--- src/rtl/fc_score_sequencer.sv ---
// Front end for the FC argmax comparator: gathers one frame of signed scores,
// freezes them for the comparator, runs it under a watchdog and hands back the
// winning class index and score over a valid/ready port.
module fc_score_sequencer #(
  parameter int N_CLASSES   = 10,
  parameter int DATA_W      = 16,
  parameter int IDX_W       = 4,
  parameter int CMP_TIMEOUT = 32
) (
  input  logic                        clk,
  input  logic                        reset,
  input  logic                        in_valid,
  output logic                        in_ready,
  input  logic [DATA_W-1:0]           in_data,
  input  logic                        in_last,
  output logic [N_CLASSES*DATA_W-1:0] cmp_arr,
  output logic                        cmp_reset,
  output logic                        cmp_enable,
  input  logic                        cmp_done,
  input  logic [IDX_W-1:0]            cmp_result,
  output logic                        cls_valid,
  input  logic                        cls_ready,
  output logic [IDX_W-1:0]            cls_index,
  output logic [DATA_W-1:0]           cls_score,
  output logic                        frame_err
);

  localparam int              WD_W    = $clog2(CMP_TIMEOUT + 1);
  localparam logic [IDX_W-1:0] LAST_IX = IDX_W'(N_CLASSES - 1);
  localparam logic [WD_W-1:0]  WD_LAST = WD_W'(CMP_TIMEOUT - 1);

  typedef enum logic [1:0] {COLLECT, ARM, RUN, HOLD} state_t;

  state_t                                state;
  logic [IDX_W-1:0]                      count;
  logic [WD_W-1:0]                       wdog;
  // set after a long frame: swallow beats up to and including the next in_last
  logic                                  dropping;
  logic [N_CLASSES-1:0][DATA_W-1:0]      sbuf;

  // comparator reads the frozen buffer directly
  assign cmp_arr = sbuf;

  // sequencer FSM; all outputs registered. frame_err is gated with its own
  // previous value so back-to-back errors can never stretch the pulse.
  always_ff @(posedge clk) begin
    if (reset) begin
      state      <= COLLECT;
      count      <= '0;
      wdog       <= '0;
      dropping   <= 1'b0;
      sbuf       <= '0;
      in_ready   <= 1'b1;
      cmp_reset  <= 1'b0;
      cmp_enable <= 1'b0;
      cls_valid  <= 1'b0;
      cls_index  <= '0;
      cls_score  <= '0;
      frame_err  <= 1'b0;
    end else begin
      cmp_reset <= 1'b0;
      frame_err <= 1'b0;
      case (state)
        COLLECT: begin
          if (in_valid) begin
            if (dropping) begin
              if (in_last) dropping <= 1'b0;
            end else begin
              sbuf[count] <= in_data;
              if (count == LAST_IX) begin
                count <= '0;
                if (in_last) begin
                  state     <= ARM;
                  in_ready  <= 1'b0;
                  cmp_reset <= 1'b1;
                end else begin
                  frame_err <= ~frame_err;
                  dropping  <= 1'b1;
                end
              end else if (in_last) begin
                frame_err <= ~frame_err;
                count     <= '0;
              end else begin
                count <= count + IDX_W'(1);
              end
            end
          end
        end
        ARM: begin
          state      <= RUN;
          cmp_enable <= 1'b1;
          wdog       <= '0;
        end
        RUN: begin
          wdog <= wdog + WD_W'(1);
          if (cmp_done) begin
            state      <= HOLD;
            cmp_enable <= 1'b0;
            cls_valid  <= 1'b1;
            cls_index  <= cmp_result;
            if (32'(cmp_result) < N_CLASSES) begin
              cls_score <= sbuf[cmp_result];
            end else begin
              cls_score <= '0;
              frame_err <= ~frame_err;
            end
          end else if (wdog == WD_LAST) begin
            state      <= COLLECT;
            cmp_enable <= 1'b0;
            in_ready   <= 1'b1;
            count      <= '0;
            frame_err  <= ~frame_err;
          end
        end
        HOLD: begin
          if (cls_ready) begin
            state     <= COLLECT;
            cls_valid <= 1'b0;
            in_ready  <= 1'b1;
            count     <= '0;
          end
        end
        default: state <= COLLECT;
      endcase
    end
  end

endmodule

--- config.mk ---
export PLATFORM = sky130hd
export DESIGN_NAME = fc_score_sequencer
export DESIGN_NICKNAME = d
export VERILOG_FILES = /design/src/rtl/fc_score_sequencer.sv
export SDC_FILE = /design/constraint.sdc
export NUM_CORES = 1
export LEC_CHECK = 0
export CAP_MARGIN = 20
export CORE_ASPECT_RATIO = 1.1
export CORE_UTILIZATION = 50
export DETAILED_ROUTE_END_ITERATION = 12
export PLACE_DENSITY = 0.8
export SYNTH_ARGS = -nofsm -noshare
export SYNTH_HDL_FRONTEND = slang
export SYNTH_SLANG_ARGS = --single-unit
--- constraint.sdc ---
create_clock -name clk -period 2.3 [get_ports clk]
set_input_delay 0.23 -clock clk [delete_from_list [all_inputs] [get_ports clk]]
set_output_delay 0.23 -clock clk [all_outputs]
set_load 0.02 [all_outputs]
==> results of run 1 <==
flip-flops by register name, summed over array words and instances, names as in the netlist, 2 cells and up:
signal and cells:
wdog 6, state 2, count 4, cmp_arr 160, cls_score 16, cls_index 4
kinds of logic (layout without fill, tap and decap cells):
logic type / Yosys count / count (layout) / share of synthesized area [%]
adders and majority gates: 10 / 10 / 1.439
AOI/OAI and AO/OA: 181 / 181 / 11.97
DFF: 198 / 198 / 45.58
muxes: 157 / 157 / 19.76
xor gates and xnor gates: 5 / 5 / 0.5036
buffers and inverters: 94 / 288 / 4.604
and+or+nand+nor: 337 / 337 / 16.14
worst min-delay path by stage:
stage	to	slack [ns]	depth (start not counted)
2_1_floorplan	dropping	0.35	1
3_3_place_gp	frame_err	0.42	1
3_5_place_dp	frame_err	0.43	1
4_1_cts	cls_index[2]	0.03	2
5_1_grt	cls_index[2]	0.05	2
6_report	cls_index[2]	0.04	2
metrics by stage:
stage	total power (W)	hold slack, ns	cell area (um^2)
final	0.007053	0.04246	11660
after CTS	0.007075	0.03255	11660
after global routing	0.007257	0.05141	11660
after floorplan	0.003907	0.3456	8696
after detailed placement	0.004135	0.4341	11070
after global placement	0.004125	0.4150	11070
power groups by stage:
stage | clock network (W) | registers, W | logic [W]
2_1_floorplan | 0 | 0.00361 | 0.000295
3_3_place_gp | 0 | 0.00358 | 0.000550
3_5_place_dp | 0 | 0.00358 | 0.000557
4_1_cts | 0.00302 | 0.00350 | 0.000561
5_1_grt | 0.00315 | 0.00350 | 0.000600
6_report | 0.00299 | 0.00350 | 0.000567
cell type report:
| type | count | area, um^2 | share of cell area, % |
|---|---|---|---|
| timing repair buffer | 247 | 2445 | 20.96 |
| clock buffer | 21 | 480.5 | 4.120 |
| inverter | 9 | 33.78 | 0.2897 |
| clock inverter | 11 | 115.1 | 0.9870 |
| sequential | 198 | 3964 | 33.99 |
| multi-input combinational | 690 | 4332 | 37.14 |
| tap | 234 | 292.8 | 2.510 |
placed cells by master (no fill, tap or decap), types with 6 or more instances in the layout:
master / count
sky130_fd_sc_hd__clkdlybuf4s50_1: 207
sky130_fd_sc_hd__dfxtp_1: 198
sky130_fd_sc_hd__nand2_1: 185
sky130_fd_sc_hd__mux2i_1: 130
sky130_fd_sc_hd__nor2_1: 111
sky130_fd_sc_hd__a21oi_1: 103
sky130_fd_sc_hd__buf_4: 33
sky130_fd_sc_hd__o21ai_0: 30
sky130_fd_sc_hd__a22oi_1: 18
sky130_fd_sc_hd__mux2_2: 17
sky130_fd_sc_hd__clkbuf_16: 17
sky130_fd_sc_hd__a211oi_1: 11
sky130_fd_sc_hd__mux4_2: 10
sky130_fd_sc_hd__ha_1: 10
sky130_fd_sc_hd__inv_1: 8
sky130_fd_sc_hd__nand3_1: 7
sky130_fd_sc_hd__buf_12: 6
synthesized netlist by cell type (8+ instances only):
library cell / number
sky130_fd_sc_hd__a211oi_1: 11
sky130_fd_sc_hd__a21oi_1: 103
sky130_fd_sc_hd__a22oi_1: 18
sky130_fd_sc_hd__buf_2: 14
sky130_fd_sc_hd__clkbuf_1: 64
sky130_fd_sc_hd__dfxtp_1: 198
sky130_fd_sc_hd__ha_1: 10
sky130_fd_sc_hd__inv_1: 8
sky130_fd_sc_hd__mux2_2: 17
sky130_fd_sc_hd__mux2i_1: 130
sky130_fd_sc_hd__mux4_2: 10
sky130_fd_sc_hd__nand2_1: 185
sky130_fd_sc_hd__nor2_1: 111
sky130_fd_sc_hd__o21ai_0: 30
metal layers:
| layer | track usage [%] | vias to the layer above | part of all wire [%] |
|---|---|---|---|
| met5 | 0 | - | 0 |
| met2 | 43.08 | 376 | 44 |
| met4 | 12.26 | 0 | 3.2 |
| met1 | 42.84 | 3812 | 45 |
| met3 | 4.622 | 49 | 7.4 |
| li1 | - | 3708 | - |
==> results.md, run 1 <==
- Outcome: finished, final reports clean
- Hold Crit Start: reset
- Skew-Pair Late Insertion Delay: about 0.44 ns
- Initial Utilization: between 50% and 60%
- Setup crit end kind: flip-flop
- Synthesized netlist net count: between 1k and 1.5k
- Count of cells along the worst register-to-register path: 8
- Required time at the endpoint of the critical path: 2.61 ns
- Die Width: around 130 um
- Power spent charging and discharging nets: about 0.0017 W
- Antenna-violating nets left: 0
- Worst IR Drop VDD: 0.0005703 V
- Highest net fanout along the worst path: 16
- Number of instances in the synthesized netlist: 982
- Syn Std Cell Area: 0.008696 mm^2
- Sequential share of the synthesized area: ~46%
- Resized cells post-CTS: 0
- Area delta synth->final: 34.11%
- Final number of hold-violating endpoints: 0
- Final instance count without filler cells: 1410
- Worst slack, placed: ~0.20 ns
- Period utilisation layout: between 90% and 100%
- Gp weighted congestion: ~0.9
- Total power per unit cell area: between 600 and 700 mW/mm^2
- Floorplan Core Area: between 0.015 and 0.02 mm^2
- Setup Buffers After CTS: 0
- Most instantiated flip-flop cell in the synthesis netlist: sky130_fd_sc_hd__dfxtp_1
- CTS Buf Count: 17
- Dominant cells by area after synthesis: sky130_fd_sc_hd__dfxtp_1 46%, sky130_fd_sc_hd__mux2i_1 15%, sky130_fd_sc_hd__nand2_1 8.0%, sky130_fd_sc_hd__a21oi_1 5.9%, sky130_fd_sc_hd__nor2_1 4.8%
- Height of the die: 140.3 um
- Sequence of cells on the critical path: inv_1, ha_1, and4bb_1, buf_4, nand3_2, buf_4, mux2i_1, nor2_1
- Tot GR Track Use: between 20% and 30%
- Startpoint kind of the worst setup timing path: flip-flop
- Number of cells in the design after placement: ~1.4k
- Category of cells accounting for the largest share of critical-path delay: buffers and inverters
- Share of flip-flops with an asynchronous set or reset: 0%
- Synth cell types: 52
- Final Slew Violations: 0
- Setup repair after global routing missed its margin: no
- Internal portion of total power: approximately 0.0053 W
- Final setup violating endpoints: 0
- Leakage Power: around 4.6 nW
- Worst Setup Slack, final: roughly 0.14 ns
- Buffer depth of the longest clock path: 2
- Highest cell delay on the worst timing path: 0.39 ns
- I/O pin cnt: about 210
- Worst setup skew after layout: around 0.012 ns
- Initial detailed-routing violation count: between 700 and 800
- Detailed-route vias per instance: about 5.6
- Placed wire-length estimate after detailed placement: 18.72 mm
- Iteration count of the initial detailed-routing pass: 5
- Global-route wire length before repair: roughly 41 mm
- Number of nets in the layout: about 1.2k
- Reg2Reg Capture Point: cmp_arr[12]
- Final standard cell utilization of the core: 68.54%
- Maximum number of pins on one net before global-route repair: 70
- Warnings from Yosys: 0
- CTS tree: done
- Cell seen most often among critical-path stages: sky130_fd_sc_hd__buf_4
- Proportion of power drawn by flip-flops and latches: between 40% and 50%
- Crit path capture: cmp_arr[12]
- Critical Path Start: state[0]
- Std cell rows: 50
- Congestion Overflow GR: 0
- Cell with the biggest individual delay on the critical path: sky130_fd_sc_hd__dfxtp_1
- Critical path type: flip-flop to flip-flop
- Number of design rule violations left after detail routing: 0
- Power share of the combinational group: 8.0%
- Flip-flop and latch count after synthesis: 198
- Count of maximum capacitance violations: 0
- Clock-pin transition on the worst setup and hold timing paths: 0.07 ns
- Source of the worst register-to-register timing path: state[0]
- Critical path data arrival time: ~2.5 ns
- Highest Clock Rate: 463.0 MHz
- Number of sinks driven by the clock tree: around 200
- Worst slew slack as a fraction of its limit: between 50% and 60%
- Time the worst path needs with I/O delays and setup: between 2 and 2.5 ns
- Drt wl/cell: around 19 um
- Number of vias in the routed layout: slightly below 8k
- Number of H-tree levels: 4
- Number of antenna violations at the first check in global routing: 0
- Clock share of power: a little over two fifths
- Total buffers and inverters traversed by the critical path: 3
- Fill cell count: between 1k and 1.5k
- Antenna diode count: 0
- Number of global-route vias before repair: slightly above 7k
- Min-delay worst type: input port to flip-flop
- Average instance area after synthesis: approximately 8.9 um^2
- Number of enable-type register cells in the synthesized netlist: 0
- Flop2flop setup slack: 0.14 ns
- Switching share of power: 24.48%
- Port-buffer cells: 210
- Fraction of synthesized cell area taken by the top area cell type: a little under half
- Slew @ Worst Pin: 0.7466 ns
- Hold-fix buffers at CTS: 0
- Root buf cell: sky130_fd_sc_hd__clkbuf_16
- Final-layout setup total negative slack: 0 ns
- Final Routed Wirelength: between 20 and 30 mm
- Cell depth of the worst setup path: 8
- Top cell type by total area after synthesis: sky130_fd_sc_hd__dfxtp_1
- Share of post-route cells with drive strength above 1: a little under a tenth
- Die Footprint: about 0.018 mm^2
No activity file was read; power rests on OpenSTA's default activity.
==> run 2, diff against run 1 <==
Settings changed: CORE_MARGIN set to 2, CORE_UTILIZATION 50 to 44, DONT_BUFFER_PORTS set to 1, PLACE_DENSITY 0.8 to 0.58.
==> results.md, run 2 (synthesis gave the netlist of run 1 again) <==
- Met3 layer usage reported by global route: 9.959% (was 4.622%)
- Setup crit end kind: flip-flop (unchanged)
- Total power per unit cell area: 686.9 mW/mm^2 (was 604.7 mW/mm^2)
- Iteration count of the initial detailed-routing pass: 5 (unchanged)
- Detailed-route vias per instance: 5.644 (was 5.635)
- Slew @ Worst Pin: 0.6172 ns (was 0.7466 ns)
- Area occupied by multi-input gates: 0.004345 mm^2 (was 0.004332 mm^2)
- Max reg flops: 160 (unchanged)
- Flop2flop setup slack: 0.14 ns (about the same)
- Number of sinks driven by the clock tree: 198 (unchanged)
- Critical path data arrival time: 2.54 ns (was 2.47 ns)
- Worst min-delay path endpoint: cmp_arr[50] (was cls_index[2])
- Leakage Power: 4.011 nW (was 4.597 nW)
- Hold_ws: -0.08621 ns (was 0.04246 ns)
- Worst setup skew after layout: 0.008207 ns (was 0.01231 ns)
- Final number of hold-violating endpoints: 14 (was 0)
- Count of maximum capacitance violations: 0 (unchanged)
- I/O pin cnt: 211 (unchanged)
- Drt wl/cell: 22.78 um (was 18.68 um)
- Post-route standard cell area excluding fillers: 0.009851 mm^2 (was 0.01166 mm^2)
- Final instance count without filler cells: 1241 (was 1410)
- CTS tree: done (unchanged)
- Met2 global-route usage: 35.82% (was 43.08%)
- Maximum number of pins on one net before global-route repair: 179 (was 70)
- Root buf cell: sky130_fd_sc_hd__clkbuf_16 (unchanged)
- Final Routed Wirelength: 28.27 mm (was 26.35 mm)
- Worst slack, placed: 0.2450 ns (was 0.2046 ns)
- Share of post-route cells with drive strength above 1: 9.155% (was 9.184%)
- Post-Place Cell Area: 0.008813 mm^2 (was 0.01107 mm^2)
- Number of cells in the design after placement: 1164 (was 1378)
- Global-route wire length before repair: 40.08 mm (was 40.64 mm)
- Startpoint kind of the worst setup timing path: flip-flop (unchanged)
- Tot GR Track Use: 24.97% (was 29.41%)
- Min-delay worst type: input port to flip-flop (unchanged)
- Clock-pin transition on the worst setup and hold timing paths: 0.08 ns (was 0.07 ns)
- Required time at the endpoint of the critical path: 2.69 ns (was 2.61 ns)
- Fill cell count: 1819 (was 1346)
- Combined flip-flop and latch cell area: 0.003965 mm^2 (was 0.003964 mm^2)
- Number of global-route vias before repair: 6369 (was 7164)
- Hold Crit Depth: 1 (was 2)
- Initial Utilization: 45.22% (was 51.10%)
- Period utilisation layout: 93.78% (was 93.91%)
- CTS Buf Count: 17 (unchanged)
- Final setup violating endpoints: 0 (unchanged)
- Busiest layer in global routing: met2 (unchanged)
- Number of antenna violations at the first check in global routing: 1 (was 0)
- Placed wire-length estimate after detailed placement: 18.05 mm (was 18.72 mm)
- Number of nets in the layout: 1017 (was 1199)
- Antenna-violating nets left: 0 (unchanged)
- Port-buffer cells: 0 (was 210)
- Area delta synth->final: 13.28% (was 34.11%)
- Die Footprint: 0.02091 mm^2 (was 0.01792 mm^2)
- Antenna diode count: 0 (unchanged)
- Number of vias in the routed layout: 7004 (was 7945)
- Congestion Overflow GR: 0 (unchanged)
- Hold Crit Start: reset (unchanged)
- Initial detailed-routing violation count: 539 (was 771)
- Height of the die: 151.4 um (was 140.3 um)
- Number of design rule violations left after detail routing: 0 (unchanged)
- Critical Path Start: count[0] (was state[0])
- Source of the worst register-to-register timing path: count[0] (was state[0])
- Critical path type: flip-flop to flip-flop (unchanged)
- Gp weighted congestion: 0.8207 (was 0.9052)
- Worst slew slack as a fraction of its limit: 58.77% (was 50.23%)
- Die Width: 138.0 um (was 127.7 um)
- Highest net fanout along the worst path: 16 (unchanged)
- Count of cells along the worst register-to-register path: 7 (was 8)
- Std cell rows: 53 (was 50)
- Global routing usage on met1: 34.81% (was 42.84%)
- Number of H-tree levels: 4 (unchanged)
- Floorplan Core Area: 0.01923 mm^2 (was 0.01702 mm^2)
- Most common library cell in the layout ignoring fill and taps: sky130_fd_sc_hd__dfxtp_1 (was sky130_fd_sc_hd__clkdlybuf4s50_1)
- Highest Clock Rate: 463.6 MHz (was 463.0 MHz)
- Time the worst path needs with I/O delays and setup: 2.157 ns (was 2.160 ns)
- Skew-Pair Late Insertion Delay: 0.44 ns (about the same)
- Setup Buffers After CTS: 0 (unchanged)
- Reg2Reg Capture Point: cmp_arr[152] (was cmp_arr[12])
- Worst IR Drop VDD: 0.0005198 V (was 0.0005703 V)
- Final Slew Violations: 0 (unchanged)
- Top library cells by usage in the layout, fill and taps aside: 197 x sky130_fd_sc_hd__dfxtp_1, 185 x sky130_fd_sc_hd__nand2_1, 130 x sky130_fd_sc_hd__mux2i_1, 111 x sky130_fd_sc_hd__nor2_1, 103 x sky130_fd_sc_hd__a21oi_1 (was 207 x sky130_fd_sc_hd__clkdlybuf4s50_1, 198 x sky130_fd_sc_hd__dfxtp_1, 185 x sky130_fd_sc_hd__nand2_1, 130 x sky130_fd_sc_hd__mux2i_1, 111 x sky130_fd_sc_hd__nor2_1)
- Outcome: finished, violations left (was finished, final reports clean)
- Worst Setup Slack, final: 0.1431 ns (was 0.1401 ns)
- Failing checks: negative hold slack
- Buffer depth of the longest clock path: 2 (unchanged)
[run 2: cell type report]
type,instances,area share [%]
well taps,247,3.137
inverters,9,0.3429
clock buffers,18,4.357
flip-flops and latches,198,40.25
clock inverters,14,1.372
repair buffers,65,6.427
multi-input cells,690,44.11
[run 2: worst max-delay path, stage by stage (launching register included)]
cell and delay (ns):
sky130_fd_sc_hd__dfxtp_1 0.39, sky130_fd_sc_hd__ha_1 0.27, sky130_fd_sc_hd__and3b_2 0.29, sky130_fd_sc_hd__and2_1 0.17, sky130_fd_sc_hd__buf_6 0.19, sky130_fd_sc_hd__nand2_1 0.07, sky130_fd_sc_hd__a21oi_1 0.14, sky130_fd_sc_hd__dlygate4sd3_1 0.57
[run 2: power by group]
part           internal [W]  leakage, nW  switching (W)
registers           0.00346         1.60      0.0000855
clock network       0.00144        0.266        0.00147
logic              0.000142         2.15       0.000159
[run 2: per-layer routing]
| layer | vias to the layer above | share of wire, % |
|---|---|---|
| li1 | 3342 | - |
| met1 | 3370 | 47 |
| met2 | 260 | 41 |
| met3 | 28 | 11 |
| met4 | 4 | 1.3 |
| met5 | - | 0.11 |
[run 2: metrics by stage]
| step | util (%) | power (W) | hold WS (ns) | TNS, ns |
|---|---|---|---|---|
| after global routing | 51.22 | 0.006968 | -0.1232 | -0.02303 |
| after global placement | 45.83 | 0.003838 | 0.3093 | 0 |
| final | 51.22 | 0.006766 | -0.08621 | 0 |
| after floorplan | - | 0.003907 | 0.3456 | 0 |
| after detailed placement | 45.83 | 0.003842 | 0.3097 | 0 |
| after CTS | 50.33 | 0.006735 | -0.1468 | 0 |
[run 2: repair_timing]
item | in CTS | in global routing
gates resized for setup | 0 | 7
endpoints found under the hold margin | 183 | 146
hold buffers | 30 | 15
setup endpoints to repair | 0 | 17
[run 2: how the worst max path moves through the flow]
| stage | endpoint | slack (ns) | depth (start not counted) |
|---|---|---|---|
| floorplan | count[3] | 0.21 | 8 |
| global placement | cmp_arr[66] | 0.32 | 7 |
| detailed placement | cmp_arr[116] | 0.25 | 7 |
| CTS | cmp_arr[159] | 0.04 | 8 |
| global route | cmp_arr[152] | -0.01 | 8 |
| finish | cmp_arr[152] | 0.14 | 7 |
==> run 3, diff against run 2 <==
Settings changed: CELL_PAD_IN_SITES_DETAIL_PLACEMENT set to 1, CELL_PAD_IN_SITES_GLOBAL_PLACEMENT set to 1, MAX_ROUTING_LAYER set to met4, PLACE_DENSITY 0.58 to 0.74.
==> results.md, run 3 (synthesis gave the netlist of run 1 again) <==
- Fill cell count: 2259 (was 1819)
- Count of maximum capacitance violations: 0 (unchanged)
- Setup crit end kind: flip-flop (unchanged)
- Antenna-violating nets left: 0 (unchanged)
- Worst slew slack as a fraction of its limit: 32.44% (was 58.77%)
- Clock-pin transition on the worst setup and hold timing paths: 0.07 ns (was 0.08 ns)
- Combined flip-flop and latch cell area: 0.003964 mm^2 (was 0.003965 mm^2)
- Die Width: 138.0 um (unchanged)
- Worst setup skew after layout: 0.01235 ns (was 0.008207 ns)
- Placed wire-length estimate after detailed placement: 19.32 mm (was 18.05 mm)
- Initial detailed-routing violation count: 489 (was 539)
- Max reg flops: 160 (unchanged)
- Hold_ws: -0.1188 ns (was -0.08621 ns)
- Congestion Overflow GR: 0 (unchanged)
- Startpoint kind of the worst setup timing path: flip-flop (unchanged)
- Area delta synth->final: 12.45% (was 13.28%)
- Floorplan Core Area: 0.01923 mm^2 (unchanged)
- Final setup violating endpoints: 0 (unchanged)
- CTS tree: done (unchanged)
- Outcome: finished, violations left (unchanged)
- Tot GR Track Use: 27.19% (was 24.97%)
- Maximum number of pins on one net before global-route repair: 179 (unchanged)
- Critical path type: flip-flop to flip-flop (unchanged)
- Skew-Pair Late Insertion Delay: 0.43 ns (was 0.44 ns)
- Critical path data arrival time: 2.63 ns (was 2.54 ns)
- Number of design rule violations left after detail routing: 0 (unchanged)
- Port-buffer cells: 0 (unchanged)
- Min-delay worst type: input port to flip-flop (unchanged)
- Antenna diode count: 0 (unchanged)
- Die Footprint: 0.02091 mm^2 (unchanged)
- Iteration count of the initial detailed-routing pass: 4 (was 5)
- Number of sinks driven by the clock tree: 198 (unchanged)
- Failing checks: negative hold slack (unchanged)
- Final standard cell utilization of the core: 50.85% (was 51.22%)
- Required time at the endpoint of the critical path: 2.67 ns (was 2.69 ns)
- Initial Utilization: 45.22% (unchanged)
- Number of vias in the routed layout: 7198 (was 7004)
- Period utilisation layout: 98.16% (was 93.78%)
- I/O pin cnt: 211 (unchanged)
- Final instance count without filler cells: 1232 (was 1241)
- Std cell rows: 53 (unchanged)
- Area occupied by multi-input gates: 0.004337 mm^2 (was 0.004345 mm^2)
- Leakage Power: 3.963 nW (was 4.011 nW)
- Worst IR Drop VDD: 0.0005068 V (was 0.0005198 V)
- Highest net fanout along the worst path: 16 (unchanged)
- Height of the die: 151.4 um (unchanged)
- CTS Buf Count: 17 (unchanged)
- Detailed-route vias per instance: 5.843 (was 5.644)
- Most common library cell in the layout ignoring fill and taps: sky130_fd_sc_hd__dfxtp_1 (unchanged)
- Slew @ Worst Pin: 1.011 ns (was 0.6172 ns)
- Number of cells in the design after placement: 1166 (was 1164)
- Number of H-tree levels: 4 (unchanged)
- Number of global-route vias before repair: 6959 (was 6369)
- Final Slew Violations: 0 (unchanged)
- Final number of hold-violating endpoints: 54 (was 14)
- Number of nets in the layout: 1009 (was 1017)
- Root buf cell: sky130_fd_sc_hd__clkbuf_16 (unchanged)
- Drt wl/cell: 24.20 um (was 22.78 um)
- Top library cells by usage in the layout, fill and taps aside: 198 x sky130_fd_sc_hd__dfxtp_1, 185 x sky130_fd_sc_hd__nand2_1, 130 x sky130_fd_sc_hd__mux2i_1, 111 x sky130_fd_sc_hd__nor2_1, 103 x sky130_fd_sc_hd__a21oi_1 (was 197 x sky130_fd_sc_hd__dfxtp_1, 185 x sky130_fd_sc_hd__nand2_1, 130 x sky130_fd_sc_hd__mux2i_1, 111 x sky130_fd_sc_hd__nor2_1, 103 x sky130_fd_sc_hd__a21oi_1)
- Share of post-route cells with drive strength above 1: 9.137% (was 9.155%)
- Gp weighted congestion: 0.8642 (was 0.8207)
- Time the worst path needs with I/O delays and setup: 2.258 ns (was 2.157 ns)
- Number of antenna violations at the first check in global routing: 2 (was 1)
- Highest Clock Rate: 442.9 MHz (was 463.6 MHz)
- Buffer depth of the longest clock path: 2 (unchanged)
- Final Routed Wirelength: 29.82 mm (was 28.27 mm)
- Total power per unit cell area: 679.1 mW/mm^2 (was 686.9 mW/mm^2)
- Final Total Pwr: 0.006640 W (was 0.006766 W)
- Final-layout setup total negative slack: 0 ns (unchanged)
- Global-route wire length before repair: 42.96 mm (was 40.08 mm)
==> run 3: cell types whose count changed in the layout (fill, tap and decap cells not counted), sizes merged <==
cell | before | now
clkinvlp | 4 | 2
inv | 16 | 12
clkinv | 3 | 5
buf | 20 | 22
dlygate4sd3 | 45 | 35
clkbuf | 18 | 21
==> run 3: worst max-delay path, stage by stage (launching register included) <==
cell	delay [ns]
sky130_fd_sc_hd__dfxtp_1	0.35
sky130_fd_sc_hd__inv_1	0.13
sky130_fd_sc_hd__ha_2	0.29
sky130_fd_sc_hd__and3b_2	0.28
sky130_fd_sc_hd__and2_1	0.16
sky130_fd_sc_hd__buf_6	0.19
sky130_fd_sc_hd__nand2_1	0.07
sky130_fd_sc_hd__a21oi_1	0.15
sky130_fd_sc_hd__dlygate4sd3_1	0.57
==> run 3: final cells by class <==
type / instances / area share (%)
timing repair buffer: 57 / 6.244
clock inverter: 10 / 0.7550
sequential: 198 / 40.54
multi-input combinational: 690 / 44.35
clock buffer: 21 / 4.607
tap: 247 / 3.161
inverter: 9 / 0.3455
==> run 3: what timing repair did <==
item	in CTS	in global routing
endpoints found under the hold margin	179	157
hold buffers	15	20
setup buffers	0	0
setup endpoints to repair	0	6
gates resized for setup	0	6
==> run 3: path summary, 6_finish.rpt <==
kind                  from            to  slack, ns  depth (start not counted)
setup reg to reg  state[0]  cmp_arr[150]       0.04                          8
hold reg to reg   count[3]      count[3]       0.52                          2
setup / recovery  state[0]  cmp_arr[150]       0.04                          8
hold / removal       reset   cmp_arr[33]      -0.12                          1
==> run 3: routing by layer <==
metal / track usage [%] / share of wire, % / wire (um)
met1: 36.11 / 46 / 13770
met3: 9.295 / 9.4 / 2805
met2: 40.30 / 44 / 12970
met5: - / 0 / 0
met4: 6.071 / 0.91 / 270
==> run 3: per-stage QoR <==
stage,instance area (um^2),hold WS (ns),worst slack (ns)
floorplan,8696,0.3456,0.2092
global placement,8891,0.3088,0.3524
detailed placement,8891,0.3125,0.2680
CTS,9565,-0.1438,0.01541
global route,9778,-0.09494,-0.05443
finish,9778,-0.1188,0.04223
==> run 3: where the power goes <==
part	switching (W)	internal, W	total (W)
Sequential	0.0000869	0.00346	0.00355
Clock	0.00136	0.00142	0.00278
Combinational	0.000166	0.000147	0.000312
Total	0.00161	0.00503	0.00664
